`src/rtl/extmem_initiator_if.sv`:
```
// Request/response handshake and external memory port of the CPU-side memory initiator.
// The initiator uses the master view; the cache path and memory model use the slave view.
interface extmem_initiator_if #(
    parameter int ADRW = 13
);
    logic            req_valid;
    logic            req_ready;
    logic            req_rwb;
    logic            req_burst;
    logic [ADRW-1:0] req_adr;
    logic [31:0]     req_wdata;
    logic [3:0]      req_byteen;

    logic            rsp_valid;
    logic [31:0]     rsp_data;
    logic            rsp_last;
    logic            rsp_err;

    logic [ADRW-1:0] mem_adr;
    logic [31:0]     mem_wdata;
    logic            mem_oe;
    logic [31:0]     mem_rdata;
    logic [3:0]      mem_byteen;
    logic            mem_rwb;
    logic            mem_en;
    logic            mem_done;

    modport master (
        input  req_valid, req_rwb, req_burst, req_adr, req_wdata, req_byteen,
        output req_ready,
        output rsp_valid, rsp_data, rsp_last, rsp_err,
        output mem_adr, mem_wdata, mem_oe, mem_byteen, mem_rwb, mem_en,
        input  mem_rdata, mem_done
    );

    modport slave (
        output req_valid, req_rwb, req_burst, req_adr, req_wdata, req_byteen,
        input  req_ready,
        input  rsp_valid, rsp_data, rsp_last, rsp_err,
        input  mem_adr, mem_wdata, mem_oe, mem_byteen, mem_rwb, mem_en,
        output mem_rdata, mem_done
    );
endinterface

```
`src/rtl/extmem_initiator.sv`:
```
// CPU-side external memory bus master: single read/write and critical-word-first line
// fills, one response strobe per beat, timeout error path. All outputs are registered.
module extmem_initiator #(
    parameter int ADRW       = 13,
    parameter int LINE_WORDS = 4,
    parameter int TIMEOUT    = 255
)(
    input  logic                 ph1,
    input  logic                 reset,
    extmem_initiator_if.master   bus
);
    localparam int              LW2       = $clog2(LINE_WORDS);
    localparam logic [LW2-1:0]  LAST_BEAT = LW2'(LINE_WORDS - 1);
    localparam logic [7:0]      WAIT_LAST = 8'(TIMEOUT - 1);

    typedef enum logic [1:0] {
        S_IDLE,
        S_ACCESS,
        S_RECOVER
    } state_t;

    state_t          r_state;
    logic            r_req_ready;
    logic            r_rwb;
    logic            r_burst;
    logic [ADRW-1:0] r_adr;
    logic [LW2-1:0]  r_beat;
    logic [7:0]      r_wait;

    logic            r_rsp_valid;
    logic [31:0]     r_rsp_data;
    logic            r_rsp_last;
    logic            r_rsp_err;

    logic [ADRW-1:0] r_mem_adr;
    logic [31:0]     r_mem_wdata;
    logic            r_mem_oe;
    logic [3:0]      r_mem_byteen;
    logic            r_mem_rwb;
    logic            r_mem_en;

    logic            w_last_beat;
    logic [LW2-1:0]  w_next_beat;

    // Wrap the beat offset inside the aligned line; upper address bits never change.
    function automatic logic [ADRW-1:0] f_beat_adr(input logic [ADRW-1:0] base,
                                                    input logic [LW2-1:0]  beat);
        logic [LW2-1:0] lo;
        lo = base[LW2-1:0] + beat;
        return {base[ADRW-1:LW2], lo};
    endfunction

    assign w_last_beat = !r_burst || (r_beat == LAST_BEAT);
    assign w_next_beat = r_beat + LW2'(1);

    always_ff @(posedge ph1) begin
        if (reset) begin
            r_state      <= S_IDLE;
            r_req_ready  <= 1'b0;
            r_rwb        <= 1'b1;
            r_burst      <= 1'b0;
            r_adr        <= '0;
            r_beat       <= '0;
            r_wait       <= '0;
            r_rsp_valid  <= 1'b0;
            r_rsp_data   <= '0;
            r_rsp_last   <= 1'b0;
            r_rsp_err    <= 1'b0;
            r_mem_adr    <= '0;
            r_mem_wdata  <= '0;
            r_mem_oe     <= 1'b0;
            r_mem_byteen <= '0;
            r_mem_rwb    <= 1'b1;
            r_mem_en     <= 1'b0;
        end else begin
            r_rsp_valid <= 1'b0;
            r_rsp_data  <= '0;
            r_rsp_last  <= 1'b0;
            r_rsp_err   <= 1'b0;

            case (r_state)
                S_IDLE: begin
                    r_req_ready <= 1'b1;
                    if (bus.req_valid && r_req_ready) begin
                        r_state      <= S_ACCESS;
                        r_req_ready  <= 1'b0;
                        r_rwb        <= bus.req_rwb;
                        // Bursts are line fills; a burst write degrades to a single write.
                        r_burst      <= bus.req_burst && bus.req_rwb;
                        r_adr        <= bus.req_adr;
                        r_beat       <= '0;
                        r_wait       <= '0;
                        r_mem_en     <= 1'b1;
                        r_mem_adr    <= bus.req_adr;
                        r_mem_rwb    <= bus.req_rwb;
                        r_mem_oe     <= !bus.req_rwb;
                        r_mem_byteen <= bus.req_rwb ? 4'b0000 : bus.req_byteen;
                        r_mem_wdata  <= bus.req_rwb ? 32'd0 : bus.req_wdata;
                    end
                end

                S_ACCESS: begin
                    if (bus.mem_done) begin
                        r_rsp_valid <= 1'b1;
                        r_rsp_data  <= r_rwb ? bus.mem_rdata : 32'd0;
                        if (w_last_beat) begin
                            r_rsp_last   <= 1'b1;
                            r_state      <= S_RECOVER;
                            r_mem_en     <= 1'b0;
                            r_mem_oe     <= 1'b0;
                            r_mem_rwb    <= 1'b1;
                            r_mem_byteen <= 4'b0000;
                        end else begin
                            r_beat    <= w_next_beat;
                            r_wait    <= '0;
                            r_mem_adr <= f_beat_adr(r_adr, w_next_beat);
                        end
                    end else if (r_wait == WAIT_LAST) begin
                        // Done wins when it coincides with the final wait cycle.
                        r_rsp_valid  <= 1'b1;
                        r_rsp_err    <= 1'b1;
                        r_rsp_last   <= 1'b1;
                        r_state      <= S_RECOVER;
                        r_mem_en     <= 1'b0;
                        r_mem_oe     <= 1'b0;
                        r_mem_rwb    <= 1'b1;
                        r_mem_byteen <= 4'b0000;
                    end else begin
                        r_wait <= r_wait + 8'd1;
                    end
                end

                S_RECOVER: begin
                    r_state     <= S_IDLE;
                    r_req_ready <= 1'b1;
                end

                default: begin
                    r_state     <= S_IDLE;
                    r_req_ready <= 1'b0;
                    r_mem_en    <= 1'b0;
                    r_mem_oe    <= 1'b0;
                    r_mem_rwb   <= 1'b1;
                end
            endcase
        end
    end

    assign bus.req_ready  = r_req_ready;
    assign bus.rsp_valid  = r_rsp_valid;
    assign bus.rsp_data   = r_rsp_data;
    assign bus.rsp_last   = r_rsp_last;
    assign bus.rsp_err    = r_rsp_err;
    assign bus.mem_adr    = r_mem_adr;
    assign bus.mem_wdata  = r_mem_wdata;
    assign bus.mem_oe     = r_mem_oe;
    assign bus.mem_byteen = r_mem_byteen;
    assign bus.mem_rwb    = r_mem_rwb;
    assign bus.mem_en     = r_mem_en;
endmodule

```
`src/flat_wrapper.sv`:
```
// flat-port wrapper written by rule: the top's interface ports become plain ports
module extmem_initiator_flat 
#(
    parameter int ADRW       = 13,
    parameter int LINE_WORDS = 4,
    parameter int TIMEOUT    = 255
)
  (ph1, reset, bus_req_valid, bus_req_rwb, bus_req_burst, bus_req_adr, bus_req_wdata, bus_req_byteen, bus_req_ready, bus_rsp_valid, bus_rsp_data, bus_rsp_last, bus_rsp_err, bus_mem_adr, bus_mem_wdata, bus_mem_oe, bus_mem_byteen, bus_mem_rwb, bus_mem_en, bus_mem_rdata, bus_mem_done);
  extmem_initiator_if #(.ADRW(ADRW)) bus_i ();
  input  logic ph1;
  input  logic reset;
  input wire logic [$bits(bus_i.req_valid)-1:0] bus_req_valid;
  input wire logic [$bits(bus_i.req_rwb)-1:0] bus_req_rwb;
  input wire logic [$bits(bus_i.req_burst)-1:0] bus_req_burst;
  input wire logic [$bits(bus_i.req_adr)-1:0] bus_req_adr;
  input wire logic [$bits(bus_i.req_wdata)-1:0] bus_req_wdata;
  input wire logic [$bits(bus_i.req_byteen)-1:0] bus_req_byteen;
  output wire logic [$bits(bus_i.req_ready)-1:0] bus_req_ready;
  output wire logic [$bits(bus_i.rsp_valid)-1:0] bus_rsp_valid;
  output wire logic [$bits(bus_i.rsp_data)-1:0] bus_rsp_data;
  output wire logic [$bits(bus_i.rsp_last)-1:0] bus_rsp_last;
  output wire logic [$bits(bus_i.rsp_err)-1:0] bus_rsp_err;
  output wire logic [$bits(bus_i.mem_adr)-1:0] bus_mem_adr;
  output wire logic [$bits(bus_i.mem_wdata)-1:0] bus_mem_wdata;
  output wire logic [$bits(bus_i.mem_oe)-1:0] bus_mem_oe;
  output wire logic [$bits(bus_i.mem_byteen)-1:0] bus_mem_byteen;
  output wire logic [$bits(bus_i.mem_rwb)-1:0] bus_mem_rwb;
  output wire logic [$bits(bus_i.mem_en)-1:0] bus_mem_en;
  input wire logic [$bits(bus_i.mem_rdata)-1:0] bus_mem_rdata;
  input wire logic [$bits(bus_i.mem_done)-1:0] bus_mem_done;
  assign bus_i.req_valid = bus_req_valid;
  assign bus_i.req_rwb = bus_req_rwb;
  assign bus_i.req_burst = bus_req_burst;
  assign bus_i.req_adr = bus_req_adr;
  assign bus_i.req_wdata = bus_req_wdata;
  assign bus_i.req_byteen = bus_req_byteen;
  assign bus_req_ready = bus_i.req_ready;
  assign bus_rsp_valid = bus_i.rsp_valid;
  assign bus_rsp_data = bus_i.rsp_data;
  assign bus_rsp_last = bus_i.rsp_last;
  assign bus_rsp_err = bus_i.rsp_err;
  assign bus_mem_adr = bus_i.mem_adr;
  assign bus_mem_wdata = bus_i.mem_wdata;
  assign bus_mem_oe = bus_i.mem_oe;
  assign bus_mem_byteen = bus_i.mem_byteen;
  assign bus_mem_rwb = bus_i.mem_rwb;
  assign bus_mem_en = bus_i.mem_en;
  assign bus_i.mem_rdata = bus_mem_rdata;
  assign bus_i.mem_done = bus_mem_done;
  extmem_initiator #(.ADRW(ADRW), .LINE_WORDS(LINE_WORDS), .TIMEOUT(TIMEOUT)) u_core (.ph1(ph1), .reset(reset), .bus(bus_i));
endmodule
```
`config.mk`:
```
export PLATFORM = sky130hd
export DESIGN_NAME = extmem_initiator_flat
export DESIGN_NICKNAME = d
export VERILOG_FILES = /design/src/rtl/extmem_initiator_if.sv /design/src/rtl/extmem_initiator.sv /design/src/flat_wrapper.sv
export SDC_FILE = /design/constraint.sdc
export NUM_CORES = 1
export LEC_CHECK = 0
export ABC_CLOCK_PERIOD_IN_PS = 1750
export CORE_MARGIN = 3
export CORE_UTILIZATION = 39
export DETAILED_ROUTE_END_ITERATION = 16
export GPL_TIMING_DRIVEN = 0
export PLACE_DENSITY = 0.86
export SYNTH_ARGS = -nofsm -noshare
export SYNTH_HDL_FRONTEND = slang
export SYNTH_SLANG_ARGS = --single-unit
```
`constraint.sdc`:
```
create_clock -name ph1 -period 1.75 [get_ports ph1]
set_input_delay 0.2625 -clock ph1 [delete_from_list [all_inputs] [get_ports ph1]]
set_output_delay 0.2625 -clock ph1 [all_outputs]
set_load 0.05 [all_outputs]
```
==> out/results.ini <==
[run_status]
status=completed

[worst_setup_path]
crit_fanout=7
reg2reg_depth=6
timing.critical_path.cells=ha_4, nand3b_1, o21bai_4, buf_4, a21o_4, a311oi_2
rr_startpoint=u_core.r_beat[0]
arrival_ns=2.09
critPathKind=flop to flop
critPathBufInv=1
endpoint=u_core.r_wait[3]
path_delay_family=compound AO/OA/AOI/OAI gates
startpoint=u_core.r_beat[0]
crit_slowest_cell=dfxtp_2
reg2reg_slack_ns=0.02
cp-start-kind=flop
cp.required_ns=2.11
max_stage_delay_ns=0.35
cp.depth=6
crit_path_end_kind=flop
r2r_end=u_core.r_wait[3]

[placement]
place_inst=781
dpl.hpwl_mm=9.43
place.gp.congestion=0.825
post-place-ws_ns=-0.574
portBuffers=174

[global_route]
grt-ovfl-total=0
grt_pass1_wl_mm=20.3
antenna_found_initial=0
track_usage_pct=21.5
grt_pass1_vias=4196
grt_max_degree=17

[synth]
ys_types=41
yosysWarnings=0
yosys.area.top_type=dfxtp_1
synthArstFlopShare_pct=0
syn_avg_cell_area_um2=9.01
dominantRegCellSynth=dfxtp_1
syn_area_mm2=0.00424
ys_ff_latch=115
synth-edff-count=0
synth_top_area_share_pct=54.2
syn_inst=471
synth_fp_nets=562
yosysMostFrequentCell=dfxtp_1
synth_commonest_cells=115 x dfxtp_1, 99 x nand2_1, 67 x a21oi_1, 33 x and2_1, 33 x nand3b_1
synthTopCellsByArea=dfxtp_1 54%, nand2_1 8.8%, a21oi_1 7.9%
ys_seq_area_share_pct=54.2

[floorplan]
die_x_um=110
die-height_um=110
die-area_mm2=0.0122
num_rows=37
core_mm2=0.0105
ios=175
start_util_pct=40.6

[timing]
worstMarginPinSlew_ns=0.599
setup_slack_ns=0.0159
fin_crit_ns=1.73
setup_viol=0
rsz0062_at_grt=true
final_hold_viol_count=0
slew_violations=0
finalCritPeriodShare_pct=99.1
fin_setup_tns_ns=0
fin_skew_ns=0.00821
relSlewSlack_pct=60.1
fmax_ghz=0.577

[detailed_routing]
antenna_left=0
drt-vias-per-instance=5.22
routed-via-count=4281
drt_first_pass_iters=5
routedWlPerCell_um=16.6
drt_drc_violations_left=0
drt_iter0_markers=248
wl_mm=13.6

[clock_tree]
cts_tree=built
h-tree-depth=4
clk_path_buf_depth=2
clk-insertion-delay-late_ns=0.50
root_buffer=clkbuf_8
clk_pin_slew_ns=0.06
cts_sinks=115
cts_buffers=17

[layout]
stdcell_count=820
drive_gt1_share_pct=10.8
area_growth_pct=59.9
layout.nets=762
antenna_cells=0

[min_path]
hold_path_startpoint=bus_mem_rdata[1]
worstHoldPathType=input port to flop

[pwr]
power_density_mw_per_mm2=992
p_leak_nw=2.85
vdd_ir_drop_max_mv=0.594

[job]
drv_cap=0

## through the flow
step	area (µm²)	total power, W	hold WS, ns	utilization (%)
after floorplan	4250	0.00330	0.371	-
after global placement	6160	0.00370	0.438	58.8
after detailed placement	6160	0.00373	0.445	58.8
after CTS	6660	0.00674	0.298	63.6
after global routing	6790	0.00697	0.307	64.9
final	6790	0.00673	0.315	64.9
## repair_timing
| action | CTS | global route |
|---|---|---|
| gates resized for setup | 108 | 35 |
| pin swaps | 0 | 10 |
| hold buffers | 0 | 0 |
| endpoints found under the setup margin | 186 | 69 |
| cloned | 0 | 1 |
| buffers inserted | 2 | 5 |
## worst reg2reg max path: stages, from the launching register on
cell and delay [ns]:
dfxtp_2 0.35, ha_4 0.16, nand3b_1 0.33, o21bai_4 0.33
buf_4 0.16, a21o_4 0.16, a311oi_2 0.10
## how the worst min path moves through the flow
stage,to,slack (ns),cells after the start
after global placement,u_core.bus.mem_wdata[27],0.44,2
after floorplan,u_core.bus.mem_byteen[0],0.37,2
after CTS,u_core.bus.rsp_data[1],0.30,2
final,u_core.bus.rsp_data[1],0.31,2
after global routing,u_core.bus.rsp_data[1],0.31,2
after detailed placement,u_core.bus.mem_wdata[11],0.44,2
## routing by layer
metal  GRT usage (%)  routed length (µm)  up-vias
li1                -                   -     2030
met1            24.2                5230     2034
met2            37.9                7060      196
met3            7.16                1140       21
met4            7.30                 214        0
met5               0                   0        -
## logic make-up after synthesis
| kind of cell | synth area share (%) |
|---|---|
| buf+inv | 3.27 |
| fa+ha+maj | 1.18 |
| xor+xnor | 0.619 |
| simple gates | 24.2 |
| compound gates | 16.0 |
| flops | 54.2 |
| mux | 0.472 |
## final cells by class
cell class                      count  area [µm²]
Clock buffer                       21         429
Buffer                             31         161
Sequential cell                   115        2310
Multi-Input combinational cell    321        1920
Tap cell                          136         170
Fill cell                         906        3670
Inverter                            3        11.3
Clock inverter                     11        88.8
Timing Repair Buffer              182        1700
## power by group
| group | total [W] | internal (W) | switching, W | leakage, nW |
|---|---|---|---|---|
| Combinational | 0.000931 | 0.000383 | 0.000548 | 1.66 |
| Sequential | 0.00276 | 0.00271 | 0.0000487 | 0.936 |
| Clock | 0.00304 | 0.00186 | 0.00118 | 0.255 |
## placed cells by master (no fill, tap or decap), types with 7 or more instances in the layout
| master | instances |
|---|---|
| clkbuf_1 | 22 |
| and2_1 | 32 |
| dlygate4sd2_1 | 88 |
| a311oi_1 | 15 |
| dfxtp_1 | 109 |
| clkinv_2 | 7 |
| buf_4 | 8 |
| clkbuf_16 | 16 |
| nand3b_1 | 33 |
| a21oi_1 | 66 |
| nand2_1 | 98 |
| o21ai_0 | 10 |
| clkdlybuf4s50_1 | 86 |
## registers in the layout (all words and copies together), names as in the netlist, 2 cells and up
name / count
u_core.r_adr: 13
u_core.r_beat: 2
u_core.bus.mem_wdata: 32
u_core.bus.rsp_data: 32
u_core.r_state: 2
u_core.bus.mem_adr: 13
u_core.r_wait: 8
u_core.bus.mem_byteen: 4
Note: power is estimated with default switching activity, not from simulation.
